[src/rtl/channel_fir_mlane_if.sv]
// Signal bundle for channel_fir_mlane: sample stream in/out plus the coefficient configuration port.
interface channel_fir_mlane_if #(
  parameter int LANES = 2,
  parameter int TAPS  = 8,
  parameter int DW    = 8,
  parameter int CW    = 10,
  parameter int OW    = 12
);
  localparam int LW = (LANES > 1) ? $clog2(LANES) : 1;
  localparam int TW = (TAPS > 1) ? $clog2(TAPS) : 1;

  logic                in_valid;
  logic [LANES*DW-1:0] in_data;
  logic                bypass;
  logic                cfg_we;
  logic [LW-1:0]       cfg_lane;
  logic [TW-1:0]       cfg_addr;
  logic [CW-1:0]       cfg_data;
  logic                cfg_commit;
  logic                cfg_busy;
  logic                out_valid;
  logic [LANES*OW-1:0] out_data;
  logic [LANES-1:0]    out_sat;

  modport master (
    output in_valid, in_data, bypass, cfg_we, cfg_lane, cfg_addr, cfg_data, cfg_commit,
    input  cfg_busy, out_valid, out_data, out_sat
  );

  modport slave (
    input  in_valid, in_data, bypass, cfg_we, cfg_lane, cfg_addr, cfg_data, cfg_commit,
    output cfg_busy, out_valid, out_data, out_sat
  );
endinterface

[src/rtl/channel_fir_mlane.sv]
// Multi-lane FIR channel emulator with double-buffered coefficients that swap only in an input gap.
// Two-stage pipeline: registered tap products, then sum/round/saturate.
module channel_fir_mlane #(
  parameter int LANES = 2,
  parameter int TAPS  = 8,
  parameter int DW    = 8,
  parameter int CW    = 10,
  parameter int FRAC  = 8,
  parameter int OW    = 12
) (
  input logic                clk,
  input logic                rstn,
  channel_fir_mlane_if.slave bus
);
  localparam int PW = DW + CW;
  localparam int AW = DW + CW + $clog2(TAPS);
  localparam int RW = AW + 1;  // one spare bit so adding the rounding constant cannot wrap

  typedef logic signed [DW-1:0] samp_t;
  typedef logic signed [CW-1:0] coef_t;
  typedef logic signed [PW-1:0] prod_t;
  typedef enum logic {ST_IDLE, ST_PENDING} state_e;

  localparam coef_t                COEF_ONE = coef_t'(1 << FRAC);
  localparam logic signed [RW-1:0] HALF     = RW'(1 << (FRAC - 1));
  localparam logic signed [RW-1:0] OUT_MAX  = RW'((1 << (OW - 1)) - 1);
  localparam logic signed [RW-1:0] OUT_MIN  = ~OUT_MAX;

  state_e              state_q, state_d;
  logic                swap;
  logic                wr_ok;
  coef_t               shadow_q [LANES][TAPS];
  coef_t               active_q [LANES][TAPS];
  samp_t               hist_q   [LANES][TAPS];
  samp_t               hist_d   [LANES][TAPS];
  prod_t               prod_q   [LANES][TAPS];
  prod_t               prod_d   [LANES][TAPS];
  logic                valid1_q, bypass1_q;
  logic                out_valid_q;
  logic [LANES*OW-1:0] out_data_q, out_data_d;
  logic [LANES-1:0]    out_sat_q, out_sat_d;

  always_comb begin
    // NOTE: every variable written here gets a default first, so no path can infer a latch.
    state_d = state_q;
    swap    = 1'b0;
    case (state_q)
      ST_IDLE:    if (bus.cfg_commit) state_d = ST_PENDING;
      ST_PENDING: if (!bus.in_valid) begin
        swap    = 1'b1;
        state_d = ST_IDLE;
      end
      default:    state_d = ST_IDLE;
    endcase
  end

  assign wr_ok = bus.cfg_we && (state_q == ST_IDLE) &&
                 (int'(bus.cfg_lane) < LANES) && (int'(bus.cfg_addr) < TAPS);

  always_ff @(posedge clk) begin
    if (!rstn) begin
      // NOTE: <= everywhere in clocked blocks so every register samples pre-edge values.
      state_q <= ST_IDLE;
      // NOTE: both banks are reset element by element because identity is the required power-up response.
      for (int l = 0; l < LANES; l++) begin
        for (int k = 0; k < TAPS; k++) begin
          shadow_q[l][k] <= (k == 0) ? COEF_ONE : '0;
          active_q[l][k] <= (k == 0) ? COEF_ONE : '0;
        end
      end
    end else begin
      state_q <= state_d;
      if (wr_ok) shadow_q[bus.cfg_lane][bus.cfg_addr] <= coef_t'(bus.cfg_data);
      if (swap)  active_q <= shadow_q;
    end
  end

  // Products use the bank active in the sample's own cycle; a swap never coincides with in_valid.
  always_comb begin
    for (int l = 0; l < LANES; l++) begin
      hist_d[l][0] = samp_t'(bus.in_data[l*DW +: DW]);
      for (int k = 1; k < TAPS; k++) hist_d[l][k] = hist_q[l][k-1];
      for (int k = 0; k < TAPS; k++) prod_d[l][k] = prod_t'(hist_d[l][k]) * prod_t'(active_q[l][k]);
    end
  end

  always_ff @(posedge clk) begin
    if (!rstn) begin
      valid1_q  <= 1'b0;
      bypass1_q <= 1'b0;
      for (int l = 0; l < LANES; l++) begin
        for (int k = 0; k < TAPS; k++) begin
          hist_q[l][k] <= '0;
          prod_q[l][k] <= '0;
        end
      end
    end else begin
      valid1_q <= bus.in_valid;
      if (bus.in_valid) begin
        bypass1_q <= bus.bypass;
        hist_q    <= hist_d;
        prod_q    <= prod_d;
      end
    end
  end

  always_comb begin
    logic signed [AW-1:0] acc;
    logic signed [RW-1:0] rnd;
    acc        = '0;
    rnd        = '0;
    out_data_d = out_data_q;
    out_sat_d  = out_sat_q;
    for (int l = 0; l < LANES; l++) begin
      acc = '0;
      for (int k = 0; k < TAPS; k++) acc = acc + AW'(prod_q[l][k]);
      rnd = (RW'(acc) + HALF) >>> FRAC;
      if (valid1_q) begin
        out_sat_d[l] = 1'b0;
        if (bypass1_q) begin
          out_data_d[l*OW +: OW] = OW'(hist_q[l][0]);
        end else if (rnd > OUT_MAX) begin
          out_data_d[l*OW +: OW] = OUT_MAX[OW-1:0];
          out_sat_d[l]           = 1'b1;
        end else if (rnd < OUT_MIN) begin
          out_data_d[l*OW +: OW] = OUT_MIN[OW-1:0];
          out_sat_d[l]           = 1'b1;
        end else begin
          out_data_d[l*OW +: OW] = rnd[OW-1:0];
        end
      end
    end
  end

  always_ff @(posedge clk) begin
    if (!rstn) begin
      out_valid_q <= 1'b0;
      out_data_q  <= '0;
      out_sat_q   <= '0;
    end else begin
      out_valid_q <= valid1_q;
      out_data_q  <= out_data_d;
      out_sat_q   <= out_sat_d;
    end
  end

  assign bus.cfg_busy  = (state_q == ST_PENDING);
  assign bus.out_valid = out_valid_q;
  assign bus.out_data  = out_data_q;
  assign bus.out_sat   = out_sat_q;
endmodule
[src/flat_wrapper.sv]
// flat-port wrapper written by rule: the top's interface ports become plain ports
module channel_fir_mlane_flat 
#(
  parameter int LANES = 2,
  parameter int TAPS  = 8,
  parameter int DW    = 8,
  parameter int CW    = 10,
  parameter int FRAC  = 8,
  parameter int OW    = 12
)
  (clk, rstn, bus_in_valid, bus_in_data, bus_bypass, bus_cfg_we, bus_cfg_lane, bus_cfg_addr, bus_cfg_data, bus_cfg_commit, bus_cfg_busy, bus_out_valid, bus_out_data, bus_out_sat);
  channel_fir_mlane_if #(.LANES(LANES), .TAPS(TAPS), .DW(DW), .CW(CW), .OW(OW)) bus_i ();
  input logic clk;
  input logic rstn;
  input wire logic [$bits(bus_i.in_valid)-1:0] bus_in_valid;
  input wire logic [$bits(bus_i.in_data)-1:0] bus_in_data;
  input wire logic [$bits(bus_i.bypass)-1:0] bus_bypass;
  input wire logic [$bits(bus_i.cfg_we)-1:0] bus_cfg_we;
  input wire logic [$bits(bus_i.cfg_lane)-1:0] bus_cfg_lane;
  input wire logic [$bits(bus_i.cfg_addr)-1:0] bus_cfg_addr;
  input wire logic [$bits(bus_i.cfg_data)-1:0] bus_cfg_data;
  input wire logic [$bits(bus_i.cfg_commit)-1:0] bus_cfg_commit;
  output wire logic [$bits(bus_i.cfg_busy)-1:0] bus_cfg_busy;
  output wire logic [$bits(bus_i.out_valid)-1:0] bus_out_valid;
  output wire logic [$bits(bus_i.out_data)-1:0] bus_out_data;
  output wire logic [$bits(bus_i.out_sat)-1:0] bus_out_sat;
  assign bus_i.in_valid = bus_in_valid;
  assign bus_i.in_data = bus_in_data;
  assign bus_i.bypass = bus_bypass;
  assign bus_i.cfg_we = bus_cfg_we;
  assign bus_i.cfg_lane = bus_cfg_lane;
  assign bus_i.cfg_addr = bus_cfg_addr;
  assign bus_i.cfg_data = bus_cfg_data;
  assign bus_i.cfg_commit = bus_cfg_commit;
  assign bus_cfg_busy = bus_i.cfg_busy;
  assign bus_out_valid = bus_i.out_valid;
  assign bus_out_data = bus_i.out_data;
  assign bus_out_sat = bus_i.out_sat;
  channel_fir_mlane #(.LANES(LANES), .TAPS(TAPS), .DW(DW), .CW(CW), .FRAC(FRAC), .OW(OW)) u_core (.clk(clk), .rstn(rstn), .bus(bus_i));
endmodule
[config.mk]
export PLATFORM = sky130hd
export DESIGN_NAME = channel_fir_mlane_flat
export DESIGN_NICKNAME = d
export VERILOG_FILES = /design/src/rtl/channel_fir_mlane_if.sv /design/src/rtl/channel_fir_mlane.sv /design/src/flat_wrapper.sv
export SDC_FILE = /design/constraint.sdc
export NUM_CORES = 2
export LEC_CHECK = 0
export CELL_PAD_IN_SITES_DETAIL_PLACEMENT = 2
export CELL_PAD_IN_SITES_GLOBAL_PLACEMENT = 2
export CORE_MARGIN = 2
export CORE_UTILIZATION = 38
export CTS_BUF_LIST = sky130_fd_sc_hd__clkbuf_8 sky130_fd_sc_hd__clkbuf_16
export CTS_CLUSTER_SIZE = 12
export DETAILED_ROUTE_END_ITERATION = 12
export HOLD_SLACK_MARGIN = 0.03
export PLACE_DENSITY = 0.76
export SYNTH_ARGS = -nofsm -noshare
export SYNTH_HDL_FRONTEND = slang
export SYNTH_SLANG_ARGS = --single-unit
[constraint.sdc]
create_clock -name clk -period 7.3 [get_ports clk]
set_input_delay 1.46 -clock clk [delete_from_list [all_inputs] [get_ports clk]]
set_output_delay 1.46 -clock clk [all_outputs]
set_load 0.005 [all_outputs]
# --- Yosys cells after proc, flatten, opt, wreduce, memory -nomap -nowiden ---
# Cells that the tools add are included.
classes:
  addsub: 16
  n_mul: 16
  order_cmp: 8
  muxes: 22
  bitwise: 3
  n_reduce_logical: 3
ops:
  columns: ["operator", "n"]
  rows:
  - ["8-bit by 10-bit multiplier with 18-bit output", 16]
  - ["21-bit by 18-bit adder with 21-bit output", 10]
  - ["160-bit bitwise mux", 1]
  - ["80-bit demux with 1-bit select", 1]
  - ["80-bit 2-to-1 mux", 1]
  - ["12-bit 2-to-1 mux", 6]
  - ["21-bit by 9-bit adder with 22-bit output, second input constant", 2]
  - ["19-bit by 18-bit adder with 20-bit output", 2]
  - ["18-bit by 18-bit adder with 19-bit output", 2]
  - ["10-bit demux with 3-bit select", 1]
  - ["14-bit by 12-bit > comparator with 1-bit output, second input constant", 2]
  - ["14-bit by 12-bit less-than comparator with 1-bit output, second input constant", 2]
  - ["1-bit 2-to-1 mux", 10]
  - ["10-bit 2-to-1 mux", 1]
  - ["4-bit >= comparator, second input constant", 1]
  - ["4-bit by 1-bit less-than comparator with 1-bit output, second input constant", 1]
  - ["3-bit inverter with 4-bit output", 1]
  - ["1-bit logical AND", 3]
  - ["2-bit >= comparator, second input constant", 1]
  - ["2-bit by 1-bit less-than comparator with 1-bit output, second input constant", 1]
  - ["1-bit inverter with 2-bit output", 1]
  - ["1-bit one-hot mux with 2 select lines", 1]
  - ["1-bit inverter", 1]
totals:
  reg_bits: 750
  inputBits: 36
  wordCells: 136

# --- Depth between registers and ports, before layout ---
logic_depth:
  ltp_word: 12
  depth_mapped: 34
  depth_no_buf: 32

# --- Worst setup path after synthesis ---
# Ideal clock, no wire load.
synth_path:
  path_kind: "register to register"
  start: "reg u_core.prod_q[91] (netlist bit)"
  end: "reg u_core.out_sat_q[1] (netlist: u_core.bus.out_sat[1])"
  arrival_ns: 7.156
  required_ns: 7.183
  slack_ns: 0.027
  path_stages_with_launch: 32
  n_path_buf: 1
  synth_period_minus_slack_ns: 7.273
  path_cell_list: "dfxtp_1 -> inv_1 -> fa_1 -> inv_1 -> ha_1 -> fa_1 -> a21o_1 -> a21oi_1 -> o21bai_1 -> a21oi_1 -> o21bai_1 -> a21oi_1 -> o21ai_0 -> o41a_1 -> xor2_1 -> fa_1 -> inv_1 -> fa_1 -> inv_1 -> fa_1 -> ha_1 -> clkbuf_1 -> a21o_1 -> a21o_1 -> o21a_1 -> o2111a_1 -> a211o_1 -> nor4_4 -> a21bo_1 -> a21oi_1 -> a211o_1 -> a22o_1"
synth_via:
  elab_chain_cells: 11
  word_cells_on_any_way: 12
synth_rtl:
  columns: ["item", "line_no", "text"]
  rows:
  - ["from (decl)", "channel_fir_mlane.sv:36", "prod_t prod_q [LANES][TAPS];"]
  - ["from (signal assigned)", "channel_fir_mlane.sv:102", "prod_q <= prod_d;"]
  - ["19-bit by 18-bit adder with 20-bit output *", "channel_fir_mlane.sv:116", "for (int k = 0; k < TAPS; k++) acc = acc + AW'(prod_q[l][k]);"]
  - ["21-bit by 18-bit adder with 21-bit output * (5 in a row)", "channel_fir_mlane.sv:116", null]
  - ["21-bit by 9-bit adder with 22-bit output *", "channel_fir_mlane.sv:117", "rnd = (RW'(acc) + HALF) >>> FRAC;"]
  - ["14-bit by 12-bit less-than comparator with 1-bit output", "channel_fir_mlane.sv:125", "end else if (rnd < OUT_MIN) begin"]
  - ["1-bit 2-to-1 mux", "channel_fir_mlane.sv:125", null]
  - ["1-bit 2-to-1 mux *", "channel_fir_mlane.sv:122", "end else if (rnd > OUT_MAX) begin"]
  - ["1-bit 2-to-1 mux *", "channel_fir_mlane.sv:120", "if (bypass1_q) begin"]
  - ["to (signal assigned)", "channel_fir_mlane.sv:143", "out_sat_q <= out_sat_d;"]
  - ["to (decl)", "channel_fir_mlane.sv:41", "logic [LANES-1:0] out_sat_q, out_sat_d;"]
# Every way passes the cells marked *; elsewhere a longest branch is shown, timed or not.
# A chain may end at the register's enable or synchronous reset.

# --- Worst setup path after layout ---
layout_path:
  start: "reg u_core.prod_q[127] (netlist bit)"
  end: "reg u_core.out_data_q[12] (netlist: u_core.bus.out_data[12])"
layout_via:
  elab_chain_cells: 12
  word_cells_on_any_way: 13
layout_rtl:
  columns: ["item", "line_no", "text"]
  rows:
  - ["18-bit by 18-bit adder with 19-bit output *", "channel_fir_mlane.sv:116", null]
  - ["19-bit by 18-bit adder with 20-bit output *", "channel_fir_mlane.sv:116", null]
  - ["21-bit by 18-bit adder with 21-bit output * (5 in a row)", "channel_fir_mlane.sv:116", null]
  - ["21-bit by 9-bit adder with 22-bit output *", "channel_fir_mlane.sv:117", null]
  - ["14-bit by 12-bit less-than comparator with 1-bit output", "channel_fir_mlane.sv:125", null]
  - ["12-bit 2-to-1 mux", "channel_fir_mlane.sv:125", null]
  - ["12-bit 2-to-1 mux *", "channel_fir_mlane.sv:122", null]
  - ["12-bit 2-to-1 mux *", "channel_fir_mlane.sv:120", null]
  - ["to (signal assigned)", "channel_fir_mlane.sv:142", "out_data_q <= out_data_d;"]
  - ["to (decl)", "channel_fir_mlane.sv:40", "logic [LANES*OW-1:0] out_data_q, out_data_d;"]
# Marks and branches as above.

==> metrics.md <==
| Metric | Value |
|---|---|
| Congestion Overflow GR | `0` |
| Dominant synthesized flop cell | `dfxtp_1` |
| RSZ-0062 raised after global routing | `yes` |
| Die span in x | `470 um` |
| TritonCTS buffer count | `99` |
| Via/cell ratio | `5.11` |
| Asr flop ratio synth | `0` |
| Least-Margin Pin Slew | `1.14 ns` |
| Worst Hold Launch | `u_core.bus.out_data[17]` |
| Placed wire-length estimate after detailed placement | `206000 um` |
| Post-synthesis net count | `10900` |
| Cells after Synth | `8995` |
| Number of buffers on the longest clock path | `3` |
| Routed len/inst | `22.8 um` |
| Share of cells above drive strength 1 | `0.0629` |
| Final setup fails | `25` |
| Fin crit period | `7.69 ns` |
| Post-synth EDFFs | `0` |
| RD Place Congestion | `0.849` |
| Max Cap Violations | `0` |
| Row count | `170` |
| Wire length of the first global-routing pass | `427000 um` |
| Die span in y | `470 um` |
| Library cell appearing most often on the critical path | `buf_4` |
| Clock tree from TritonCTS | `built` |
| Post-route antenna net violation count | `0` |
| End point of the worst hold path | `u_core.bus.out_data[17]` |
| Total routed wirelength | `272000 um` |
| Antenna violations before repair | `5` |
| Number of library cell types mapped by synthesis | `90` |
| WP depth | `37` |
| Cell count of the worst reg-to-reg path | `37` |
| Minimum setup slack after placement | `-0.579 ns` |
| Top achievable clock speed | `130 MHz` |
| Post-synthesis sequential area ratio | `0.182` |
| Post-route insts no fill | `11900` |
| Number of slew-limit violations in the final report | `0` |
| Synth Area in Adders | `0.397` |
| Stage delay of the slowest cell on the critical path | `0.54 ns` |
| Crit path DAT | `8.36 ns` |
| Worst Hold Margin | `0.450 ns` |
| Violated checks | `setup timing` |
| Clock-pin slew on the worst setup and hold paths | `0.06 ns` |
| Class of the tightest hold or removal check | `reg -> reg` |
| Dominant combinational cell family by area after synthesis | `adder cells` |
| Power Density | `134 mW/mm^2` |
| Maximum number of pins on one net before global-route repair | `208` |
| Met3 Wirelength | `5840 um` |
| Headroom to the max-slew limit | `0.242` |
| Worst Setup Slack, final | `-0.393 ns` |
| Reg-to-reg slack, setup | `-0.39 ns` |
| Vias in the first global route | `72300` |
| Hold buffer count at cts | `0` |
| Core outline area | `0.215 sq mm` |
| Peak supply drop | `141 uV` |
| Synth Area in Simple Gates | `0.179` |
| M1 WL | `112000 um` |
| Overall global routing resource usage | `0.247` |
| Area of the mapped netlist | `0.0825 sq mm` |
| Synthesis-to-layout area growth | `10.5%` |
| Buffer type at the clock tree root | `clkbuf_16` |
| Run status | `finished, violations left` |
| Highest layer used for signal routing | `met5` |
| Final critical-path share of the clock period | `1.05` |
| Port Buf Inserts | `63` |
| Worst r2r src | `u_core.prod_q[127]` |
| Initial core utilization | `0.383` |
| Post-synthesis mux area share | `0.0447` |
| Clk Latency, worst-skew pair | `0.76 ns` |
| Count of vias placed by the detailed router | `60900` |
| Number of failing hold endpoints at the final stage | `0` |
| Number of iterations in the first detailed-routing pass | `5` |
| Synthesized-area fraction occupied by xor and xnor cells | `0.0327` |
| H-tree depth | `3` |
| Buffers and inverters on the worst path | `10` |
| Amount of wire on met2 after detailed routing | `144000 um` |
| Element type at the critical path start | `register` |
| Final Net Count | `10900` |
| DP Cell Count | `11700` |
| Number of I/O pins | `64` |
| Setup Skew | `0.0283 ns` |
| Critical path fanouts, max | `4` |
| Kind of cell with the highest combined delay on the critical path | `compound AO/OA/AOI/OAI gates` |
| Synth Area in Compound Gates | `0.0736` |
| Leak Pwr | `40.1 nW` |
| FF+latch count, synth | `750` |
| Final core utilization | `0.423` |
| Slowest stage cell, crit path | `fa_1` |
| 1st-iter DRT viols | `2158` |
| Required time reported for the critical path endpoint | `7.96 ns` |
| Area of the die | `0.221 sq mm` |
| Average cell area after synthesis | `9.17 sq um` |
| FF-to-FF End | `u_core.bus.out_data[12]` |
| Crit path capture type | `register` |
| Number of warning messages in the yosys log | `0` |
| Total number of clock tree sinks | `750` |
| Critical setup path kind | `reg -> reg` |
| Hold Crit Depth | `2` |
| Number of remaining DRC errors | `0` |
==> power breakdown <==
group	internal (mW)	leakage, nW	switching (mW)	total [mW]
Combinational	1.07	32.3	1.43	2.49
Sequential	4.18	6.07	0.140	4.32
Clock	3.18	1.74	2.22	5.40
==> cell families after synthesis <==
| logic type | Yosys count |
|---|---|
| adder cells (fa/ha/maj) | 1862 |
| buffers and inverters | 1988 |
| flip-flops | 750 |
| XOR/XNOR | 307 |
| AND/OR/NAND/NOR | 2809 |
| AO/OA/AOI/OAI | 913 |
| multiplexers | 366 |
==> cells in the final DEF, fill, tap and decap left out, drive strengths merged, types with 101 or more instances in the layout <==
master     n
o21ai    217
clkbuf   121
a21oi    205
xnor2    263
and2     753
nand3    101
nand2b   158
nor3     124
buf      195
fa      1260
dfxtp    750
nand2    935
nor2b    497
a21boi   248
inv     1643
ha       602
mux2i    356
nor2     151
==> state kept, by name, indices dropped and copies added (netlist names) <==
register / flops
u_core.valid1_q: 1
u_core.bus.cfg_busy: 1
u_core.bus.out_sat: 2
u_core.bus.out_valid: 1
u_core.bus.out_data: 24
u_core.shadow_q: 160
u_core.bypass1_q: 1
u_core.prod_q: 288
u_core.hist_d: 112
u_core.active_q: 160
==> through the flow <==
stage,power [mW],instance area (sq um),setup TNS (ns)
after floorplan,5.63,82500,0
after global placement,6.31,86300,-3.02
after detailed placement,6.41,86300,-10.35
after CTS,12.0,90300,-0.0352
after global routing,12.7,91100,-11.78
final,12.2,91100,-5.21
==> tightest hold or removal path: cells and delay by family (launching register included) <==
| kind | cells | cell delay [ns] |
|---|---|---|
| DFF | 1 | 0.31 |
| AOI/OAI and AO/OA | 1 | 0.05 |
| and+or+nand+nor | 1 | 0.05 |
==> per-layer routing <==
metal	vias to the layer above	track usage
met5	-	0
met4	2	0.0742
met3	387	0.0239
met2	636	0.465
met1	32200	0.294
li1	27700	-
==> cell usage after synthesis, types with 7 or more instances <==
cell type	number	area share
nor2_1	150	0.0068
nor2b_1	496	0.038
nand4b_1	7	0.00074
inv_1	1623	0.074
and4b_1	12	0.0015
o21a_1	35	0.0032
o21ai_0	199	0.012
o21bai_1	16	0.0015
a21boi_0	248	0.023
buf_1	24	0.0011
a211o_1	9	0.00096
clkbuf_1	337	0.015
o21ai_1	18	0.0011
or2_2	12	0.00091
a21o_1	49	0.0045
mux2i_1	355	0.043
a41oi_1	13	0.0014
o211ai_1	13	0.0012
xnor2_1	262	0.028
nand2b_1	158	0.012
xor2_1	44	0.0047
or3_1	17	0.0013
a311o_1	11	0.0013
o211a_1	29	0.0035
nand3_1	100	0.0061
and2_1	751	0.057
a21oi_1	205	0.012
and3_1	11	0.00083
dfxtp_1	750	0.18
mux2_2	10	0.0014
fa_1	1260	0.31
nor3_1	123	0.0075
ha_1	602	0.091
o31ai_1	8	0.00073
nand2_1	935	0.043
==> how the worst max path moves through the flow <==
| stage | from | to | slack, ns |
|---|---|---|---|
| after floorplan | u_core.prod_q[91] | u_core.bus.out_sat[1] | 0.03 |
| final | u_core.prod_q[127] | u_core.bus.out_data[12] | -0.39 |
| after global routing | u_core.prod_q[127] | u_core.bus.out_data[12] | -0.63 |
| after detailed placement | u_core.prod_q[91] | u_core.bus.out_data[20] | -0.58 |
| after CTS | u_core.prod_q[127] | u_core.bus.out_sat[1] | -0.02 |
| after global placement | u_core.prod_q[91] | u_core.bus.out_data[22] | -0.31 |
==> cell type report <==
class                           instances  area (sq um)
Multi-Input combinational cell       6258         60800
Timing Repair Buffer                  246          2080
Antenna cell                            3          7.51
Sequential cell                       750         15000
Clock inverter                         64           694
Clock buffer                          121          2830
Fill cell                           23300        124000
Inverter                             1624          6110
Tap cell                             2838          3550
==> what timing repair did <==
item	CTS	global route
gates cloned	1	0
gates resized for setup	81	107
setup buffers	17	40
setup endpoints to repair	26	26
pin swaps	43	79
Note: power is estimated with default switching activity, not from simulation.
